**src/rtl/calc_alu_seq_if.sv**
```systemverilog
// Operation/result handshake bundle for the calculator execution core.
// The master drives operations and accepts results; the slave is the core.
interface calc_alu_seq_if #(
  parameter int WIDTH = 8
);
  logic             op_valid;
  logic             op_ready;
  logic [2:0]       opcode;
  logic [WIDTH-1:0] operand_a;
  logic [WIDTH-1:0] operand_b;
  logic             res_valid;
  logic             res_ready;
  logic [WIDTH-1:0] result;
  logic             flag_ovf;
  logic             flag_dbz;
  logic             flag_ill;

  modport master (
    output op_valid, opcode, operand_a, operand_b, res_ready,
    input  op_ready, res_valid, result, flag_ovf, flag_dbz, flag_ill
  );

  modport slave (
    input  op_valid, opcode, operand_a, operand_b, res_ready,
    output op_ready, res_valid, result, flag_ovf, flag_dbz, flag_ill
  );
endinterface

```
**src/rtl/calc_alu_seq.sv**
```systemverilog
// Calculator execution core: one operation per op handshake, one result per
// res handshake. ADD/SUB/illegal/divide-by-zero finish at the accept edge;
// MUL (shift-add) and DIV/MOD (restoring) iterate one bit per cycle.
// Optional feature macro: CALC_MOD_EN -- when defined, opcode 100 is MOD;
// when undefined, opcode 100 is reported as illegal and no remainder path exists.
module calc_alu_seq #(
  parameter int WIDTH = 8
) (
  input  logic          clk,
  input  logic          rst_n,
  calc_alu_seq_if.slave bus
);

  localparam int CNT_W = $clog2(WIDTH);
  localparam logic [CNT_W-1:0] CNT_LAST = CNT_W'(WIDTH - 1);

  localparam logic [2:0] OP_ADD = 3'b000;
  localparam logic [2:0] OP_SUB = 3'b001;
  localparam logic [2:0] OP_MUL = 3'b010;
  localparam logic [2:0] OP_DIV = 3'b011;
  localparam logic [2:0] OP_MOD = 3'b100;

  typedef enum logic [1:0] {
    S_IDLE = 2'd0,
    S_EXEC = 2'd1,
    S_DONE = 2'd2
  } state_t;

  state_t r_state;
  state_t w_state_nxt;

  logic             r_op_ready;
  logic             r_res_valid;
  logic [2:0]       r_op;
  logic [WIDTH-1:0] r_a;
  logic [WIDTH-1:0] r_b;
  logic [CNT_W-1:0] r_cnt;
  // High half: MUL partial product / DIV partial remainder.
  // Low half: MUL multiplier bits / DIV dividend bits shifting into quotient.
  logic [2*WIDTH-1:0] r_acc;
  logic [WIDTH-1:0] r_result;
  logic             r_ovf;
  logic             r_dbz;
  logic             r_ill;

  logic             w_accept;
  logic [WIDTH:0]   w_sum;
  logic [WIDTH-1:0] w_q_result;
  logic             w_q_ovf;
  logic             w_q_dbz;
  logic             w_q_ill;
  logic             w_go_exec;

  logic [WIDTH:0]     w_mul_sum;
  logic [2*WIDTH-1:0] w_mul_nxt;
  logic [WIDTH:0]     w_div_shift;
  logic [WIDTH-1:0]   w_div_diff;
  logic [2*WIDTH-1:0] w_div_nxt;
  logic [2*WIDTH-1:0] w_acc_nxt;
  logic [WIDTH-1:0]   w_fin_result;
  logic               w_fin_ovf;

  assign w_accept = bus.op_valid & r_op_ready;

  // Decode the request at the accept edge: single-cycle results or hand-off to EXEC.
  always_comb begin
    w_sum      = {1'b0, bus.operand_a} + {1'b0, bus.operand_b};
    w_q_result = '0;
    w_q_ovf    = 1'b0;
    w_q_dbz    = 1'b0;
    w_q_ill    = 1'b0;
    w_go_exec  = 1'b0;
    case (bus.opcode)
      OP_ADD: begin
        w_q_result = w_sum[WIDTH-1:0];
        w_q_ovf    = w_sum[WIDTH];
      end
      OP_SUB: begin
        w_q_result = bus.operand_a - bus.operand_b;
        w_q_ovf    = (bus.operand_a < bus.operand_b);
      end
      OP_MUL: begin
        w_go_exec = 1'b1;
      end
      OP_DIV: begin
        if (bus.operand_b == '0) begin
          w_q_result = {WIDTH{1'b1}};
          w_q_dbz    = 1'b1;
        end else begin
          w_go_exec = 1'b1;
        end
      end
`ifdef CALC_MOD_EN
      OP_MOD: begin
        if (bus.operand_b == '0) begin
          w_q_result = bus.operand_a;
          w_q_dbz    = 1'b1;
        end else begin
          w_go_exec = 1'b1;
        end
      end
`else
      OP_MOD: begin
        w_q_ill = 1'b1;
      end
`endif
      default: begin
        w_q_ill = 1'b1;
      end
    endcase
  end

  // One iteration of shift-add multiply or restoring divide on the accumulator.
  always_comb begin
    if (r_acc[0]) begin
      w_mul_sum = {1'b0, r_acc[2*WIDTH-1:WIDTH]} + {1'b0, r_a};
    end else begin
      w_mul_sum = {1'b0, r_acc[2*WIDTH-1:WIDTH]};
    end
    w_mul_nxt   = {w_mul_sum, r_acc[WIDTH-1:1]};
    w_div_shift = r_acc[2*WIDTH-1:WIDTH-1];
    w_div_diff  = w_div_shift[WIDTH-1:0] - r_b;
    if (w_div_shift >= {1'b0, r_b}) begin
      w_div_nxt = {w_div_diff, r_acc[WIDTH-2:0], 1'b1};
    end else begin
      w_div_nxt = {w_div_shift[WIDTH-1:0], r_acc[WIDTH-2:0], 1'b0};
    end
    if (r_op == OP_MUL) begin
      w_acc_nxt = w_mul_nxt;
    end else begin
      w_acc_nxt = w_div_nxt;
    end
  end

  // Select the iterative result from the accumulator after the last iteration.
  always_comb begin
    w_fin_result = '0;
    w_fin_ovf    = 1'b0;
    case (r_op)
      OP_MUL: begin
        w_fin_result = w_acc_nxt[WIDTH-1:0];
        w_fin_ovf    = |w_acc_nxt[2*WIDTH-1:WIDTH];
      end
      OP_DIV: begin
        w_fin_result = w_acc_nxt[WIDTH-1:0];
      end
`ifdef CALC_MOD_EN
      OP_MOD: begin
        w_fin_result = w_acc_nxt[2*WIDTH-1:WIDTH];
      end
`endif
      default: begin
        w_fin_result = '0;
      end
    endcase
  end

  // Next-state logic for IDLE -> (EXEC) -> DONE -> IDLE.
  always_comb begin
    w_state_nxt = r_state;
    case (r_state)
      S_IDLE: begin
        if (w_accept) begin
          if (w_go_exec) begin
            w_state_nxt = S_EXEC;
          end else begin
            w_state_nxt = S_DONE;
          end
        end else begin
          w_state_nxt = S_IDLE;
        end
      end
      S_EXEC: begin
        if (r_cnt == CNT_LAST) begin
          w_state_nxt = S_DONE;
        end else begin
          w_state_nxt = S_EXEC;
        end
      end
      S_DONE: begin
        if (bus.res_ready) begin
          w_state_nxt = S_IDLE;
        end else begin
          w_state_nxt = S_DONE;
        end
      end
      default: begin
        w_state_nxt = S_IDLE;
      end
    endcase
  end

  // State register with registered handshake outputs derived from the next state.
  always_ff @(posedge clk or negedge rst_n) begin
    if (!rst_n) begin
      r_state     <= S_IDLE;
      r_op_ready  <= 1'b1;
      r_res_valid <= 1'b0;
    end else begin
      r_state     <= w_state_nxt;
      r_op_ready  <= (w_state_nxt == S_IDLE);
      r_res_valid <= (w_state_nxt == S_DONE);
    end
  end

  // Operand capture, iteration progress and result/flag registers.
  always_ff @(posedge clk or negedge rst_n) begin
    if (!rst_n) begin
      r_op     <= 3'b000;
      r_a      <= '0;
      r_b      <= '0;
      r_cnt    <= '0;
      r_acc    <= '0;
      r_result <= '0;
      r_ovf    <= 1'b0;
      r_dbz    <= 1'b0;
      r_ill    <= 1'b0;
    end else begin
      case (r_state)
        S_IDLE: begin
          if (w_accept) begin
            r_op     <= bus.opcode;
            r_a      <= bus.operand_a;
            r_b      <= bus.operand_b;
            r_cnt    <= '0;
            if (bus.opcode == OP_MUL) begin
              r_acc <= {{WIDTH{1'b0}}, bus.operand_b};
            end else begin
              r_acc <= {{WIDTH{1'b0}}, bus.operand_a};
            end
            r_result <= w_q_result;
            r_ovf    <= w_q_ovf;
            r_dbz    <= w_q_dbz;
            r_ill    <= w_q_ill;
          end
        end
        S_EXEC: begin
          r_acc <= w_acc_nxt;
          r_cnt <= r_cnt + CNT_W'(1);
          if (r_cnt == CNT_LAST) begin
            r_result <= w_fin_result;
            r_ovf    <= w_fin_ovf;
            r_dbz    <= 1'b0;
            r_ill    <= 1'b0;
          end
        end
        S_DONE: begin
          r_result <= r_result;
        end
        default: begin
          r_result <= r_result;
        end
      endcase
    end
  end

  assign bus.op_ready  = r_op_ready;
  assign bus.res_valid = r_res_valid;
  assign bus.result    = r_result;
  assign bus.flag_ovf  = r_ovf;
  assign bus.flag_dbz  = r_dbz;
  assign bus.flag_ill  = r_ill;

endmodule

```
**src/flat_wrapper.sv**
```systemverilog
// flat-port wrapper written by rule: the top's interface ports become plain ports
module calc_alu_seq_flat 
#(
  parameter int WIDTH = 8
)
  (clk, rst_n, bus_op_valid, bus_opcode, bus_operand_a, bus_operand_b, bus_res_ready, bus_op_ready, bus_res_valid, bus_result, bus_flag_ovf, bus_flag_dbz, bus_flag_ill);
  calc_alu_seq_if #(.WIDTH(WIDTH)) bus_i ();
  input  logic clk;
  input  logic rst_n;
  input wire logic [$bits(bus_i.op_valid)-1:0] bus_op_valid;
  input wire logic [$bits(bus_i.opcode)-1:0] bus_opcode;
  input wire logic [$bits(bus_i.operand_a)-1:0] bus_operand_a;
  input wire logic [$bits(bus_i.operand_b)-1:0] bus_operand_b;
  input wire logic [$bits(bus_i.res_ready)-1:0] bus_res_ready;
  output wire logic [$bits(bus_i.op_ready)-1:0] bus_op_ready;
  output wire logic [$bits(bus_i.res_valid)-1:0] bus_res_valid;
  output wire logic [$bits(bus_i.result)-1:0] bus_result;
  output wire logic [$bits(bus_i.flag_ovf)-1:0] bus_flag_ovf;
  output wire logic [$bits(bus_i.flag_dbz)-1:0] bus_flag_dbz;
  output wire logic [$bits(bus_i.flag_ill)-1:0] bus_flag_ill;
  assign bus_i.op_valid = bus_op_valid;
  assign bus_i.opcode = bus_opcode;
  assign bus_i.operand_a = bus_operand_a;
  assign bus_i.operand_b = bus_operand_b;
  assign bus_i.res_ready = bus_res_ready;
  assign bus_op_ready = bus_i.op_ready;
  assign bus_res_valid = bus_i.res_valid;
  assign bus_result = bus_i.result;
  assign bus_flag_ovf = bus_i.flag_ovf;
  assign bus_flag_dbz = bus_i.flag_dbz;
  assign bus_flag_ill = bus_i.flag_ill;
  calc_alu_seq #(.WIDTH(WIDTH)) u_core (.clk(clk), .rst_n(rst_n), .bus(bus_i));
endmodule
```
**config.mk**
```make
export PLATFORM = sky130hd
export DESIGN_NAME = calc_alu_seq_flat
export DESIGN_NICKNAME = d
export VERILOG_FILES = /design/src/rtl/calc_alu_seq_if.sv /design/src/rtl/calc_alu_seq.sv /design/src/flat_wrapper.sv
export SDC_FILE = /design/constraint.sdc
export NUM_CORES = 1
export LEC_CHECK = 0
export ABC_AREA = 1
export CORE_AREA = 2 2 121 123
export CTS_CLUSTER_DIAMETER = 80
export DETAILED_ROUTE_END_ITERATION = 10
export DIE_AREA = 0 0 123 125
export DONT_BUFFER_PORTS = 1
export SYNTH_ARGS = -nofsm -noshare
export SYNTH_HDL_FRONTEND = slang
export SYNTH_SLANG_ARGS = --single-unit
```
**constraint.sdc**
```tcl
create_clock -name clk -period 3.4 [get_ports clk]
set_clock_uncertainty 0.05 [all_clocks]
set_input_delay 0.68 -clock clk [delete_from_list [all_inputs] [get_ports clk]]
set_output_delay 0.68 -clock clk [all_outputs]
set_load 0.01 [all_outputs]
```
# After elaboration in Yosys (flattened, before gate mapping)
# Index checks and enable logic that the tools add are counted.
totals:
  ramBits: 0
  latchBits: 0
  input_bits: 23
  n_memories: 0
  romBits: 0
  regBits: 53
op_classes:
  n_bitwise: 1
  reduce_logical: 11
  magnitude_cmp: 2
  eq_ne: 11
  shifts: 0
  multipliers: 0
  n_addsub: 5
  n_div: 0
  muxes: 34
ops:
  columns: ["operator", "count"]
  rows:
  - ["$mux 16", 3]
  - ["$mux 8", 5]
  - ["$pmux 16 s2", 1]
  - ["$pmux 8 s3", 1]
  - ["$add 8x8->9", 2]
  - ["$pmux 8 s2", 1]
  - ["$sub 8x8->8", 2]
  - ["$eq 3x2->1 const B", 4]
  - ["$mux 1", 10]
  - ["$pmux 1 s2", 5]
  - ["$ge 9x8->1", 1]
  - ["$mux 9", 1]
  - ["$logic_not 8->1", 1]
  - ["$lt 8x8->1", 1]
  - ["$mux 2", 4]
  - ["$reduce_or 8->1", 1]
  - ["$pmux 2 s3", 1]
  - ["$pmux 3 s2", 1]
  - ["$eq 2x2->1 const B", 2]
  - ["$logic_not 2->1", 2]
  - ["$ne 2x1->1 const B", 2]
  - ["$reduce_and 2->1", 2]
  - ["$reduce_or 4->1", 1]
  - ["$add 3x1->3 const B", 1]
  - ["9 further kinds", 9]

# Logic depth before layout (Yosys ltp)
# Gate-level depths: netlist of the first run.
depth:
  depth_word: 7
  ltp_mapped: 17

# Least setup slack after synthesis of the first run
# Ideal clock, no wire load.
synth_timing:
  path_kind: "input-to-reg"
  from: "input port bus_operand_b[0]"
  to: "register u_core.r_result[6], in the netlist u_core.bus.result[6]"
  path_buffers: 0
  arrival_time_ns: 2.228
  required_ns: 3.273
  path_stages: 14
  path_slack_ns: 1.044
  path_cell_list: "ha_1 fa_1 inv_1 nor2_1 o21ai_1 nand2_1 nand2_1 nand2_1 a21oi_1 xor2_1 nand2_1 nand3_1 nand2_1 a21oi_1"
synth_via:
  elab_chain_len: 5
  elab_cells_between_ends: 7
  classes_between: "2 x add/sub; 4 x mux; 1 x reduce/logical"
synth_lines:
  columns: ["item", "line", "text"]
  rows:
  - ["start: declaration", "flat_wrapper.sv:13", "input wire logic [$bits(bus_i.operand_b)-1:0] bus_operand_b;"]
  - ["parallel branches: the longest is 2 deep, another holds $sub 8x8->8", null, null]
  - ["$pmux 8 s3 (*)", "calc_alu_seq.sv:73", "case (bus.opcode)"]
  - ["$mux 8 (*)", "calc_alu_seq.sv:221", "if (w_accept) begin"]
  - ["$pmux 8 s2 (*)", "calc_alu_seq.sv:219", "case (r_state)"]
  - ["end signal: assignment", "calc_alu_seq.sv:231", "r_result <= w_q_result;"]
  - ["end signal: assignment", "calc_alu_seq.sv:241", "r_result <= w_fin_result;"]
  - ["end signal: assignment", "calc_alu_seq.sv:248", "r_result <= r_result;"]
  - ["end: declaration", "calc_alu_seq.sv:41", "logic [WIDTH-1:0] r_result;"]
# Every way passes the cells marked *. The select of a mux whose other input is x is not followed.
# A chain may end at the register's enable or synchronous reset.

# Final worst setup path of the first run
layout_timing:
  from: "register u_core.r_acc[8]"
  to: "register u_core.r_ovf, in the netlist u_core.bus.flag_ovf"
layout_via:
  elab_chain_len: 7
  elab_cells_between_ends: 10
  classes_between: "2 x add/sub; 1 x order compare; 6 x mux; 1 x reduce/logical"
layout_lines:
  columns: ["item", "line", "text"]
  rows:
  - ["start: declaration", "calc_alu_seq.sv:40", "logic [2*WIDTH-1:0] r_acc;"]
  - ["start signal: assignment", "calc_alu_seq.sv:227", "r_acc <= {{WIDTH{1'b0}}, bus.operand_b};"]
  - ["start signal: assignment", "calc_alu_seq.sv:229", "r_acc <= {{WIDTH{1'b0}}, bus.operand_a};"]
  - ["start signal: assignment", "calc_alu_seq.sv:238", "r_acc <= w_acc_nxt;"]
  - ["$add 8x8->9, or another cell as far along", "calc_alu_seq.sv:116", "w_mul_sum = {1'b0, r_acc[2*WIDTH-1:WIDTH]} + {1'b0, r_a};"]
  - ["$mux 9 / $mux 16 (equally long branches)", "calc_alu_seq.sv:115, calc_alu_seq.sv:123", null]
  - ["$mux 16 (*)", "calc_alu_seq.sv:128", "if (r_op == OP_MUL) begin"]
  - ["$reduce_or 8->1 (*)", "calc_alu_seq.sv:142", "w_fin_ovf = |w_acc_nxt[2*WIDTH-1:WIDTH];"]
  - ["$mux 1 (*)", "calc_alu_seq.sv:139", "case (r_op)"]
  - ["$mux 1 (*)", "calc_alu_seq.sv:240", "if (r_cnt == CNT_LAST) begin"]
  - ["$pmux 1 s2 (*)", "calc_alu_seq.sv:219", null]
  - ["end signal: assignment", "calc_alu_seq.sv:232", "r_ovf <= w_q_ovf;"]
  - ["end signal: assignment", "calc_alu_seq.sv:242", "r_ovf <= w_fin_ovf;"]
  - ["end: declaration", "calc_alu_seq.sv:42", "logic r_ovf;"]
# Mark *: on every way between the ends. The rest lies on a longest branch, timed or not. The select of a mux whose other input is x is not followed.

==> out/qor.yml, run 1 <==
status:
  status: "completed"
final_layout:
  multiInputGateArea_um2: 2530
  nNetsFinal: 676
  antennaDiodeCount: 0
  instances_no_fill: 800
  nFillCells: 1587
  syn_to_final_growth_pct: 7.42
  drive_above_1_share: 0.0471
  seqCellArea_um2: 1330
  utilization: 0.323
worst_setup_path:
  crit_end: "u_core.bus.flag_ovf"
  cp-start-kind: "flip-flop"
  crit_fanout: 6
  r2r_slack_ps: 920
  worstPathRequired_ps: 3540
  path_delay_family: "simple AND/OR/NAND/NOR gates"
  timing.rr.end: "u_core.bus.flag_ovf"
  critPathSlowestCell: "dfrtp_1"
  critical_path.endpoint_type: "flip-flop"
  crit_arrival_ps: 2620
  cp-startpoint: "u_core.r_acc[8]"
  critPathBufInv: 2
  cp_common_cell: "nand2_1"
  reg2regPathDepth: 15
  worst-path-stages: 15
  r2r_start: "u_core.r_acc[8]"
  crit_type: "reg2reg"
  slowest_delay_ps: 500
  crit_path_cell_trace: "ha_1 -> inv_1 -> fa_1 -> inv_1 -> nand3_1 -> nand3_1 -> nand3_1 -> o211ai_1 -> nand2_1 -> nor2_1 -> nand2_1 -> nor2_1 -> nand2_1 -> nand2_1 -> a21oi_2"
power_and_ir_drop:
  p_leak_uw: 0.00233
  pwr-share-seq: 0.270
  powerDensity_nw_per_um2: 965
  p_int_uw: 2170
  switchingPower_uw: 2250
  pwr-share-comb: 0.614
  switching_share: 0.509
  pwr-share-clk: 0.115
  max-vdd-ir-drop_v: 0.000290
sta:
  setup_viol: 0
  holdWs_ps: 19.0
  fin_tns_setup_ps: 0
  maxSlewHeadroom: 0.560
  hold_viol: 0
  fin_crit_ps: 2480
  post-route-period-util: 0.729
  rsz0062_at_grt: "no"
  worst_pin_slew_ps: 660
  report.final.slew_viol_count: 0
  fmax_mhz: 404
synth:
  ys_seq_elements: 53
  synth-edff-count: 0
  synthTopCellsByArea: "dfrtp_1 30%, nand2_1 14%, ha_1 10%, inv_1 7.3%, o21ai_0 5.6%"
  seq_area_frac_synth: 0.311
  syn_area_um2: 4270
  ys_top_cells_by_count: "159 x nand2_1, 83 x inv_1, 64 x nor2_1, 52 x dfrtp_1, 48 x o21ai_0"
  syn-num-nets: 682
  synth_cell_types: 43
  yosys_warnings: 0
  syn_avg_cell_area_um2: 6.87
  syn_inst: 621
  async_reset_ff_frac: 1.00
  synth_top_area_share: 0.305
  yosys.area.top_type: "dfrtp_1"
  synth_most_common_cell: "nand2_1"
  dominantRegCellSynth: "dfrtp_1"
global_route:
  met3_usage: 0.0297
  grt-ovfl-total: 0
  grt_start_max_net_pins: 54
  track_usage: 0.159
  grt_pass1_wl_mm: 19.4
  antenna_found_initial: 0
  met1_usage: 0.215
  grtUsageMet2: 0.255
  grt.busiest_layer: "met2"
  grt_pass1_vias: 3737
clocking:
  htree_levels: 2
  cts_buffers: 5
  cts_sinks: 53
  path_clk_slew_ps: 70
  hold_buffers: 0
  post_cts_buffers: 0
  clk-insertion-delay-late_ps: 300
  cts_resized: 0
  cts_root_buf: "clkbuf_16"
  cts_buffer_depth: 2
  cts_tree: "done"
die:
  core.rowCount: 44
  ios: 36
  die_w_um: 123
  coreArea_um2: 14200
  die_h_um: 125
  start_util: 0.300
  die-area_um2: 15400
placed_design:
  io_buffers: 0
  gp_congestion: 0.901
  dpl.cell_count: 792
  hpwl_mm: 9.22
drt:
  drtPass1Iterations: 4
  routed_wl_mm: 11.8
  wire_per_inst_um: 14.7
  vias_per_cell: 4.92
  drt_iter0_drc: 198
  ant_nets: 0
  num_vias: 3934
  drc: 0
job:
  cap_violations: 0
worst_hold_path:
  min_path_type: "in2async"
-- layer usage --
layer,routed length [µm],vias up,part of all wire
met5,0,-,0
met4,292,0,0.025
met3,534,18,0.045
met2,5450,91,0.46
met1,5490,1789,0.47
li1,-,2036,-
-- power groups by stage --
| stage | sequential, µW | clock (µW) | combinational, µW |
|---|---|---|---|
| global route | 1240 | 545 | 3090 |
| finish | 1200 | 509 | 2720 |
| global placement | 1200 | 0 | 2690 |
| CTS | 1200 | 520 | 2710 |
| floorplan | 1120 | 0 | 2170 |
| detailed placement | 1200 | 0 | 2690 |
-- cells by family after synthesis --
group	after synthesis	share of synthesized area
compound gates	128	0.170
xor+xnor	5	0.0103
fa+ha+maj	38	0.118
buf+inv	103	0.0950
flops	53	0.311
simple gates	294	0.295
-- registers in the layout, indices dropped and copies added, names as in the netlist --
name / count
u_core.r_state: 2
u_core.bus.op_ready: 1
u_core.bus.flag_dbz: 1
u_core.r_op: 3
u_core.r_cnt: 3
u_core.bus.result: 8
u_core.bus.res_valid: 1
u_core.r_a: 8
u_core.r_b: 8
u_core.r_acc: 16
u_core.bus.flag_ill: 1
u_core.bus.flag_ovf: 1
-- worst min path at each step --
stage                           end  cells past startpoint
5_1_grt             u_core.r_acc[1]                      0
2_1_floorplan   u_core.bus.flag_dbz                      0
3_5_place_dp   u_core.bus.result[0]                      0
6_report       u_core.bus.result[0]                      0
3_3_place_gp   u_core.bus.result[0]                      0
4_1_cts        u_core.bus.result[2]                      0
-- cell usage in the layout, fill, tap and decap left out, drive strengths merged, types with 7 or more instances in the layout --
cell	instances
a21oi	41
a31oi	10
dfrtp	52
ha	34
inv	86
nand2	162
nand3	48
nor2	67
o211ai	8
o21ai	51
o22ai	7
-- through the flow --
stage / setup WS, ps / total power [µW] / cell area [µm²]
after floorplan: 1040 / 3290 / 4270
after global placement: 871 / 3890 / 4440
after detailed placement: 864 / 3900 / 4440
after CTS: 934 / 4420 / 4580
after global routing: 707 / 4880 / 4580
final: 922 / 4420 / 4580
-- final cells by class --
| class | instances | share of cell area |
|---|---|---|
| clock inverters | 2 | 0.00300 |
| well taps | 184 | 0.0502 |
| multi-input cells | 465 | 0.553 |
| inverters | 87 | 0.0712 |
| flip-flops and latches | 53 | 0.290 |
| repair buffers | 3 | 0.00491 |
| clock buffers | 6 | 0.0281 |
(Power assumes the default switching activity.)
==> inputs of run 2 (changes only) <==
==> constraint.sdc (replaced) <==
create_clock -name clk -period 2.6 [get_ports clk]
set_clock_uncertainty 0.05 [all_clocks]
set_input_delay 0.52 -clock clk [delete_from_list [all_inputs] [get_ports clk]]
set_output_delay 0.52 -clock clk [all_outputs]
set_load 0.01 [all_outputs]
==> out/qor.yml, run 2 (synthesis results as in run 1) <==
clocking:
  cts_buffers: 5  # unchanged
  cts_sinks: 53  # unchanged
  clk-insertion-delay-late_ps: 290  # about the same
  htree_levels: 2  # unchanged
  cts_root_buf: "clkbuf_16"
  cts_tree: "done"
  cts_buffer_depth: 2  # unchanged
  path_clk_slew_ps: 80  # about the same
drt:
  ant_nets: 0  # unchanged
  drtPass1Iterations: 5  # +1
  num_vias: 3994  # +1.5%
  wire_per_inst_um: 14.6  # -0.44%
  vias_per_cell: 4.93  # +0.27%
  drt_iter0_drc: 256  # +29%
  routed_wl_mm: 11.9  # +0.81%
  drc: 0  # unchanged
sta:
  setup_viol: 0  # unchanged
  hold_viol: 0  # unchanged
  fin_crit_ps: 2390  # -87.4 ps
  fmax_mhz: 418  # +3.7%
  fin_tns_setup_ps: 0  # unchanged
  post-route-period-util: 0.919  # +0.191
  worst_slack_ps: 210  # -713 ps
  maxSlewHeadroom: 0.711  # +0.151
  worst_pin_slew_ps: 433  # -226 ps
  report.final.slew_viol_count: 0  # unchanged
  holdWs_ps: 16.5  # -2.52 ps
  rsz0062_at_grt: "no"
worst_setup_path:
  cp-startpoint: "u_core.r_acc[7]"
  critical_path.endpoint_type: "flip-flop"
  r2r_slack_ps: 210  # -710 ps
  r2r_start: "u_core.r_acc[7]"
  crit_fanout: 4  # -2
  crit_arrival_ps: 2510  # -110 ps
  reg2regPathDepth: 15  # unchanged
  timing.rr.end: "u_core.bus.flag_ovf"
  crit_type: "reg2reg"
  worstPathRequired_ps: 2720  # -820 ps
  cp-start-kind: "flip-flop"
final_layout:
  drive_above_1_share: 0.0671  # +0.0200
  nNetsFinal: 686  # +1.5%
  syn_to_final_growth_pct: 10.6
  largest_register_ffs: 16  # unchanged
  antennaDiodeCount: 0  # unchanged
  regMostFlops: "u_core.r_acc"
  layout_common_cells: "159 x nand2_1, 83 x inv_1, 63 x nor2_1"
  final_common_cell: "nand2_1"
placed_design:
  io_buffers: 0  # unchanged
  place_ws_ps: 155  # -709 ps
  hpwl_mm: 9.33  # +1.2%
  gp_congestion: 0.853  # -5.4%
global_route:
  grt_pass1_wl_mm: 19.9  # +2.4%
  grt-ovfl-total: 0  # unchanged
  antenna_found_initial: 0  # unchanged
  grt_start_max_net_pins: 53  # -1.9%
  track_usage: 0.162  # +0.00342
  grt_pass1_vias: 3926  # +5.1%
power_and_ir_drop:
  max-vdd-ir-drop_v: 0.000469  # +62%
  p_leak_uw: 0.00240  # +3.2%
  powerDensity_nw_per_um2: 1260  # +31%
die:
  die_h_um: 125  # unchanged
  start_util: 0.300  # unchanged
  ios: 36  # unchanged
  die_w_um: 123  # unchanged
  die-area_um2: 15400  # unchanged
  coreArea_um2: 14200  # unchanged
  core.rowCount: 44  # unchanged
job:
  cap_violations: 0  # unchanged
status:
  status: "completed"
worst_hold_path:
  min_path_type: "in2async"
[run 2: final cells by class]
type / instances / area [µm²]
fill: 1540 / 9480
clock inverter: 3 / 43.8
multi-input combinational: 465 / 2540
clock buffer: 5 / 125
sequential: 53 / 1330
timing repair buffer: 13 / 130
inverter: 87 / 327
tap: 184 / 230
[run 2: how the worst max path moves through the flow]
stage,endpoint,slack [ps],cells past startpoint
4_1_cts,u_core.bus.flag_ovf,120,15
6_report,u_core.bus.flag_ovf,210,15
2_1_floorplan,u_core.bus.result[6],400,14
3_5_place_dp,u_core.bus.flag_ovf,160,15
3_3_place_gp,u_core.bus.flag_ovf,210,15
5_1_grt,u_core.bus.flag_ovf,20,15
[run 2: metal layers]
metal  GRT usage  wire (µm)
met1       0.220       5510
met2       0.270       5610
met3      0.0251        562
met4      0.0374        181
met5           0          0
[run 2: critical path: stages (launching register included)]
cell	delay [ps]
dfrtp_1	380
inv_1	110
ha_1	160
inv_1	80
fa_1	430
nand2_1	90
nand3_1	70
or2_2	280
nand2_1	70
nor2_1	40
nor2_2	140
nand2_1	60
nor2_1	80
nand2_1	80
nand2_1	90
a21oi_2	60
[run 2: repair_timing]
action,CTS,global route
endpoints found under the hold margin,52,0
buffers inserted,0,1
hold buffers,1,0
gates resized for setup,0,2
endpoints found under the setup margin,0,1
[run 2: power by group]
part	switching (µW)	internal [µW]
Sequential	359	1210
Clock	305	456
Combinational	2290	1330
Total	2960	2990
[run 2: stage by stage]
step	util	cell area, µm²	power (µW)	instances
2_1_floorplan	-	4270	4300	621
3_3_place_gp	0.317	4500	5110	800
3_5_place_dp	0.317	4500	5130	800
4_1_cts	0.331	4700	5940	809
5_1_grt	0.332	4720	6640	810
6_report	0.332	4720	5950	810
